==> config.mk <==
export PLATFORM = sky130hd
export DESIGN_NAME = rfg_axis_protocol_mc
export DESIGN_NICKNAME = d
export VERILOG_FILES = /design/src/rtl/rfg_axis_protocol_mc.sv
export SDC_FILE = /design/constraint.sdc
export NUM_CORES = 1
export LEC_CHECK = 0
export BUFFER_PORTS_ARGS = -buffer_cell sky130_fd_sc_hd__buf_4
export CORE_ASPECT_RATIO = 0.6
export CORE_MARGIN = 8
export CORE_UTILIZATION = 60
export CTS_CLUSTER_SIZE = 10
export DETAILED_ROUTE_END_ITERATION = 7
export GPL_TIMING_DRIVEN = 0
export PLACE_DENSITY = 0.8
export SLEW_MARGIN = 20
export SYNTH_ARGS = -nofsm -noshare
export SYNTH_HDL_FRONTEND = slang
export SYNTH_SLANG_ARGS = --single-unit
export TNS_END_PERCENT = 20
==> constraint.sdc <==
create_clock -name aclk -period 4.2 [get_ports aclk]
set_input_delay 0.21 -clock aclk [delete_from_list [all_inputs] [get_ports aclk]]
set_output_delay 0.21 -clock aclk [all_outputs]
set_load 0.005 [all_outputs]
==> src/rtl/rfg_axis_protocol_mc.sv <==
// rfg_axis_protocol_mc: AXIS byte-command engine driving the rfg register bus, with credit-based pipelined reads
//  aclk/areset        clock, async active-high reset
//  s_axis_*           command bytes in (header, address, length, write data); tid names the source port
//  m_axis_*           read data / write ack out; tdest returns to the source port, tid carries the vchannel
//  rfg_*              register bus: address, write strobe/value/last, read strobe, read return
//  timeout_count      saturating count of read bytes replaced by 8'hEE
//  debug_state        FSM state encoding
module rfg_axis_protocol_mc #(
  parameter int ID_DEST_WIDTH = 8,
  parameter int ADDR_BYTES    = 1,
  parameter int LEN_BYTES     = 2,
  parameter int RBUF_AWIDTH   = 4,
  parameter int READ_TIMEOUT  = 255
) (
  input  logic                      aclk,
  input  logic                      areset,
  input  logic [7:0]                s_axis_tdata,
  input  logic                      s_axis_tvalid,
  output logic                      s_axis_tready,
  input  logic [ID_DEST_WIDTH-1:0]  s_axis_tid,
  output logic [7:0]                m_axis_tdata,
  output logic                      m_axis_tvalid,
  input  logic                      m_axis_tready,
  output logic                      m_axis_tlast,
  output logic [ID_DEST_WIDTH-1:0]  m_axis_tid,
  output logic [ID_DEST_WIDTH-1:0]  m_axis_tdest,
  output logic [8*ADDR_BYTES-1:0]   rfg_address,
  output logic [7:0]                rfg_write_value,
  output logic                      rfg_write,
  output logic                      rfg_write_last,
  output logic                      rfg_read,
  input  logic                      rfg_read_valid,
  input  logic [7:0]                rfg_read_value,
  output logic [7:0]                timeout_count,
  output logic [3:0]                debug_state
);
  localparam int AW    = 8 * ADDR_BYTES;
  localparam int LW    = 8 * LEN_BYTES;
  localparam int DEPTH = 2 ** RBUF_AWIDTH;
  localparam int TW    = $clog2(READ_TIMEOUT + 1);
  localparam logic [1:0] AB_LAST = 2'(ADDR_BYTES - 1);
  localparam logic [1:0] LB_LAST = 2'(LEN_BYTES - 1);
  localparam logic [TW-1:0] TO_LAST = TW'(READ_TIMEOUT - 1);
  typedef enum logic [3:0] {
    S_HEADER = 4'd0, S_ADDR = 4'd1, S_LEN = 4'd2, S_WRITE = 4'd3,
    S_READ = 4'd4, S_DRAIN = 4'd5, S_ACK = 4'd6
  } state_t;
  state_t state_q, state_d;
  logic [2:0] hdr_q;
  logic [1:0] beat_q;
  logic [AW-1:0] addr_q;
  logic [LW-1:0] len_q, len_full, issue_q, send_q;
  logic [RBUF_AWIDTH:0] out_q, cnt_q;
  logic [RBUF_AWIDTH-1:0] wp_q, rp_q;
  logic [7:0] mem_q [DEPTH];
  logic [TW-1:0] timer_q;
  logic [7:0] tmo_q, wr_val_q;
  logic wr_q, wr_last_q;
  logic [ID_DEST_WIDTH-1:0] tid_q, tdest_q;
  logic s_acc, hdr_acc, wr_acc, buf_vld, pop, rv_acc, to, push, rd_fire;
  // hdr_q = {ack, inc, write}; a header that is neither write nor read never leaves HEADER
  always_comb begin
    s_acc    = s_axis_tvalid && s_axis_tready;
    hdr_acc  = s_acc && state_q == S_HEADER;
    wr_acc   = s_acc && state_q == S_WRITE;
    buf_vld  = cnt_q != '0;
    pop      = buf_vld && m_axis_tready;
    rv_acc   = rfg_read_valid && out_q != '0;
    to       = out_q != '0 && !rv_acc && timer_q == TO_LAST;
    push     = rv_acc || to;
    rd_fire  = state_q == S_READ && issue_q != '0 &&
               ({1'b0, cnt_q} + {1'b0, out_q}) < (RBUF_AWIDTH + 2)'(DEPTH);
    len_full = len_q | (LW'(s_axis_tdata) << {beat_q, 3'b000});
  end
  always_ff @(posedge aclk or posedge areset)
    if (areset) state_q <= S_HEADER;
    else state_q <= state_d;
  always_comb begin
    state_d = state_q;
    case (state_q)
      S_HEADER: if (s_acc && s_axis_tdata[1:0] != 2'b00) state_d = S_ADDR;
      S_ADDR:   if (s_acc && beat_q == AB_LAST) state_d = S_LEN;
      S_LEN:    if (s_acc && beat_q == LB_LAST)
                  state_d = len_full == '0 ? (hdr_q[0] && hdr_q[2] ? S_ACK : S_HEADER)
                                           : (hdr_q[0] ? S_WRITE : S_READ);
      S_WRITE:  if (s_acc && issue_q == LW'(1)) state_d = hdr_q[2] ? S_ACK : S_HEADER;
      S_READ:   if (rd_fire && issue_q == LW'(1)) state_d = S_DRAIN;
      S_DRAIN:  if (pop && send_q == LW'(1)) state_d = S_HEADER;
      S_ACK:    if (m_axis_tready) state_d = S_HEADER;
      default:  state_d = S_HEADER;
    endcase
  end
  always_comb begin
    s_axis_tready   = !areset && state_q <= S_WRITE;
    m_axis_tvalid   = buf_vld || state_q == S_ACK;
    m_axis_tdata    = buf_vld ? mem_q[rp_q] : (state_q == S_ACK ? 8'hAC : 8'h00);
    m_axis_tlast    = buf_vld ? send_q == LW'(1) : state_q == S_ACK;
    m_axis_tid      = tid_q;
    m_axis_tdest    = tdest_q;
    rfg_address     = addr_q;
    rfg_write_value = wr_val_q;
    rfg_write       = wr_q;
    rfg_write_last  = wr_last_q;
    rfg_read        = rd_fire;
    timeout_count   = tmo_q;
    debug_state     = state_q;
  end
  always_ff @(posedge aclk or posedge areset)
    if (areset) begin
      hdr_q     <= '0;
      beat_q    <= '0;
      addr_q    <= '0;
      len_q     <= '0;
      issue_q   <= '0;
      send_q    <= '0;
      out_q     <= '0;
      cnt_q     <= '0;
      wp_q      <= '0;
      rp_q      <= '0;
      timer_q   <= '0;
      tmo_q     <= '0;
      wr_val_q  <= '0;
      wr_q      <= 1'b0;
      wr_last_q <= 1'b0;
      tid_q     <= '0;
      tdest_q   <= '0;
    end else begin
      wr_q      <= wr_acc;
      wr_last_q <= wr_acc && issue_q == LW'(1);
      if (wr_acc) wr_val_q <= s_axis_tdata;
      if ((wr_q || rd_fire) && hdr_q[2 - 1]) addr_q <= addr_q + AW'(1);
      if (hdr_acc) begin
        hdr_q   <= {s_axis_tdata[3], s_axis_tdata[2], s_axis_tdata[0]};
        tid_q   <= ID_DEST_WIDTH'(s_axis_tdata[7:4]);
        tdest_q <= s_axis_tid;
        beat_q  <= '0;
        addr_q  <= '0;
        len_q   <= '0;
      end
      if (s_acc && state_q == S_ADDR) begin
        addr_q <= addr_q | (AW'(s_axis_tdata) << {beat_q, 3'b000});
        beat_q <= beat_q == AB_LAST ? 2'd0 : beat_q + 2'd1;
      end
      if (s_acc && state_q == S_LEN) begin
        len_q   <= len_full;
        beat_q  <= beat_q + 2'd1;
        issue_q <= len_full;
        send_q  <= len_full;
      end
      if (wr_acc || rd_fire) issue_q <= issue_q - LW'(1);
      if (pop) send_q <= send_q - LW'(1);
      // credit: a strobe and a return/timeout in the same cycle cancel out
      out_q   <= out_q + (RBUF_AWIDTH + 1)'(rd_fire) - (RBUF_AWIDTH + 1)'(push);
      timer_q <= (out_q == '0 || push) ? '0 : timer_q + TW'(1);
      tmo_q   <= tmo_q + 8'(to && tmo_q != 8'hFF);
      wp_q    <= wp_q + RBUF_AWIDTH'(push);
      rp_q    <= rp_q + RBUF_AWIDTH'(pop);
      cnt_q   <= cnt_q + (RBUF_AWIDTH + 1)'(push) - (RBUF_AWIDTH + 1)'(pop);
    end
  // a timed-out byte takes the slot of the oldest outstanding read
  always_ff @(posedge aclk)
    if (push) mem_q[wp_q] <= rv_acc ? rfg_read_value : 8'hEE;
endmodule

==> run metrics <==
1st-pass router iterations=5; max-slew violation count=0; worst slack, placed=0.5650 ns; Fmax=~0.25 GHz; die outline height=122.3 um; WL per Instance=23.09 um; IO Count=87; Final Util=0.7075; full die area=0.02360 mm^2; crit start category=flop; cell mode on critical path=inv_1; Unique masters post-synth=72; initial drt markers=1176; relative slew slack=0.2936; Synth warnings=0; crit share post-route=0.9433; Worst path slowest cell=nor4b_1; worst skew pair latency=0.55 ns; initial antenna violation count=0; sequential fraction of the synthesis area=0.6065; GR Util All Layers=0.2509; CP required=roughly 4.6 ns; Pleak=~0.0054 uW; Initial Utilization=0.6025; htree depth=1; Final HPWL DP=19540 um; pwr/cell area=707.2 mW/mm^2; CTS Buffer Depth=3; leading area contributor after synthesis=edfxtp_1; Area contributors post-synth=edfxtp_1 (34%), dfrtp_1 (27%), mux4_2 (8.0%); Post-synth EDFFs=128; worst path arrival time=around 4.4 ns; clk root buf=clkbuf_16; Hold Path Cell Cnt=5; # diodes=0; Post-Syn Instances=864; CTS tree=done; clock-pin slew on the worst setup and hold paths=about 0.06 ns; asr flop ratio synth=0.4839; Final Skew=0.02195 ns; maximum vdd ir drop=approximately 0.00042 V; Area Growth Syn to Fin=17.43%; Pwr Total=9376 uW; # rows=39; Final GP Congestion=0.9478; ANT nets after route=0; final WL=29070 um; Port Buf Inserts=81; Area after DPL=0.01228 mm^2; syn avg cell area=roughly 13 um^2; Nets=1061; chip width=193.1 um; pin count of the biggest net entering global routing=between 70 and 80; slew at the pin closest to its max-slew limit=about 1.1 ns; Setup Viol. Count Final=0; crit end category=flop; worst hold path class=input port to flop; Commonest cells post-synth=edfxtp_1 (128), dfrtp_1 (120), nand2_1 (104); RSZ-0062 raised after global routing=false; Seq cells post-synth=248; Post-CTS Setup Inserts=0; vias per inst=6.403; depth of the worst register-to-register path=17; most frequent cell after synthesis=edfxtp_1; max cap viols=0; TritonCTS Buffers=28; prevailing post-synth register cell=edfxtp_1; GRT Residual Overflow=0; Post-route DRC=0; Hold WS=0.1232 ns; Clock Sinks=248; first-pass GRT wire length=45210 um; Largest stage delay, worst path=a little over 0.5 ns; vias in the first global route=around 8000; crit-path cells=inv_1 > ha_1 > nor4b_1 > nand2b_1 > buf_2 > clkinv_1 > clkbuf_1 > ha_1 > inv_1 > ha_1 > inv_1 > fa_1 > inv_1 > a21oi_1 > nor2_1 > nor2_1 > xnor2_1; worst-path fanout max=11; Synth Cell Area=0.01129 mm^2; final std cell area, no fill=between 0.01 and 0.015 mm^2; final worst setup slack=about 0.24 ns; area share of the largest cell type after synthesis=0.3405; DR vias=8061; status=completed; min cycle time layout=3.962 ns; CP Class=flop to flop; Core Area=0.01874 mm^2; layout cell share with drive strength beyond 1=0.2034; Final Hold Viols=0
## path summary, 6_finish.rpt
check | to | slack, ns | from
worst max-delay path | cnt_q[4] | 0.24 | cnt_q[2]
worst min-delay path | len_q[15] | 0.12 | s_axis_tvalid
worst max register to register | cnt_q[4] | 0.24 | cnt_q[2]
worst min register to register | m_axis_tid[3] | 0.48 | m_axis_tid[3]
max in group asynchronous | issue_q[7] | 3.23 | areset
min in group asynchronous | rfg_address[2] | 0.25 | areset
## layer usage
| layer | GRT usage | up-vias | wire length (um) |
|---|---|---|---|
| met5 | 0 | - | 0 |
| met4 | 0.05933 | 0 | 611 |
| met3 | 0.09591 | 63 | 3797 |
| met2 | 0.3479 | 510 | 12160 |
| met1 | 0.3703 | 3980 | 12500 |
| li1 | - | 3508 | - |
## sequential cells by signal, indices dropped and copies added (netlist names), 8 cells and up
signal           flops
rfg_write_value      8
len_q               16
timer_q              8
mem_q              128
timeout_count        8
issue_q             16
send_q              16
m_axis_tdest         8
rfg_address          8
## cell families (layout without fill, tap and decap cells)
family,count (synthesis),in the layout,share of synthesized area
adder cells (fa/ha/maj),34,34,0.03901
XOR/XNOR,26,26,0.02017
AND/OR/NAND/NOR,284,284,0.1229
other,1,5,0.0003322
buffers and inverters,71,216,0.02616
AO/OA/AOI/OAI,149,149,0.09443
flip-flops,248,248,0.6065
multiplexers,51,51,0.09055
## critical path, delay by kind of cell, from the launching register on
kind / cells / cell delay (ns)
AOI/OAI and AO/OA: 1 / 0.06
and+or+nand+nor: 4 / 0.84
adders and majority gates: 4 / 1.11
xor gates and xnor gates: 1 / 0.11
DFF: 1 / 0.41
buffers and inverters: 7 / 1.29
## placed cells by master, fill, tap and decap left out, drive strengths merged, types with 13 or more instances in the layout
cell type	count
buf	95
nand3	34
o311ai	16
o21ai	26
dlygate4sd3	17
mux4	40
nor3	17
xor2	13
edfxtp	128
ha	32
nand2	104
a21o	14
nor2	53
xnor2	13
clkbuf	69
o211ai	19
inv	33
dfrtp	120
a21oi	21
## per-stage QoR
stage,instances,setup TNS (ns)
global route,1259,0
CTS,1259,0
floorplan,868,0
finish,1259,0
detailed placement,1197,0
global placement,1195,-82.48
## area by class of cell
cell class,instances,area (um^2)
inverter,34,135.1
tap,246,307.8
multi-input combinational,549,4189
timing repair buffer,100,813.3
buffer,37,165.2
clock buffer,44,770.7
clock inverter,1,30.03
fill,1284,5480
sequential,248,6847
## power by group
part | internal [uW] | switching (uW) | total [uW]
clock network | 1250 | 935 | 2180
registers | 3180 | 490 | 3670
logic | 1600 | 1910 | 3520
total | 6040 | 3340 | 9380
## what timing repair did
action	in CTS	in global routing
gates resized for setup	0	0
hold endpoints to repair	66	0
hold buffers	17	0
Note: power is estimated with default switching activity, not from simulation.
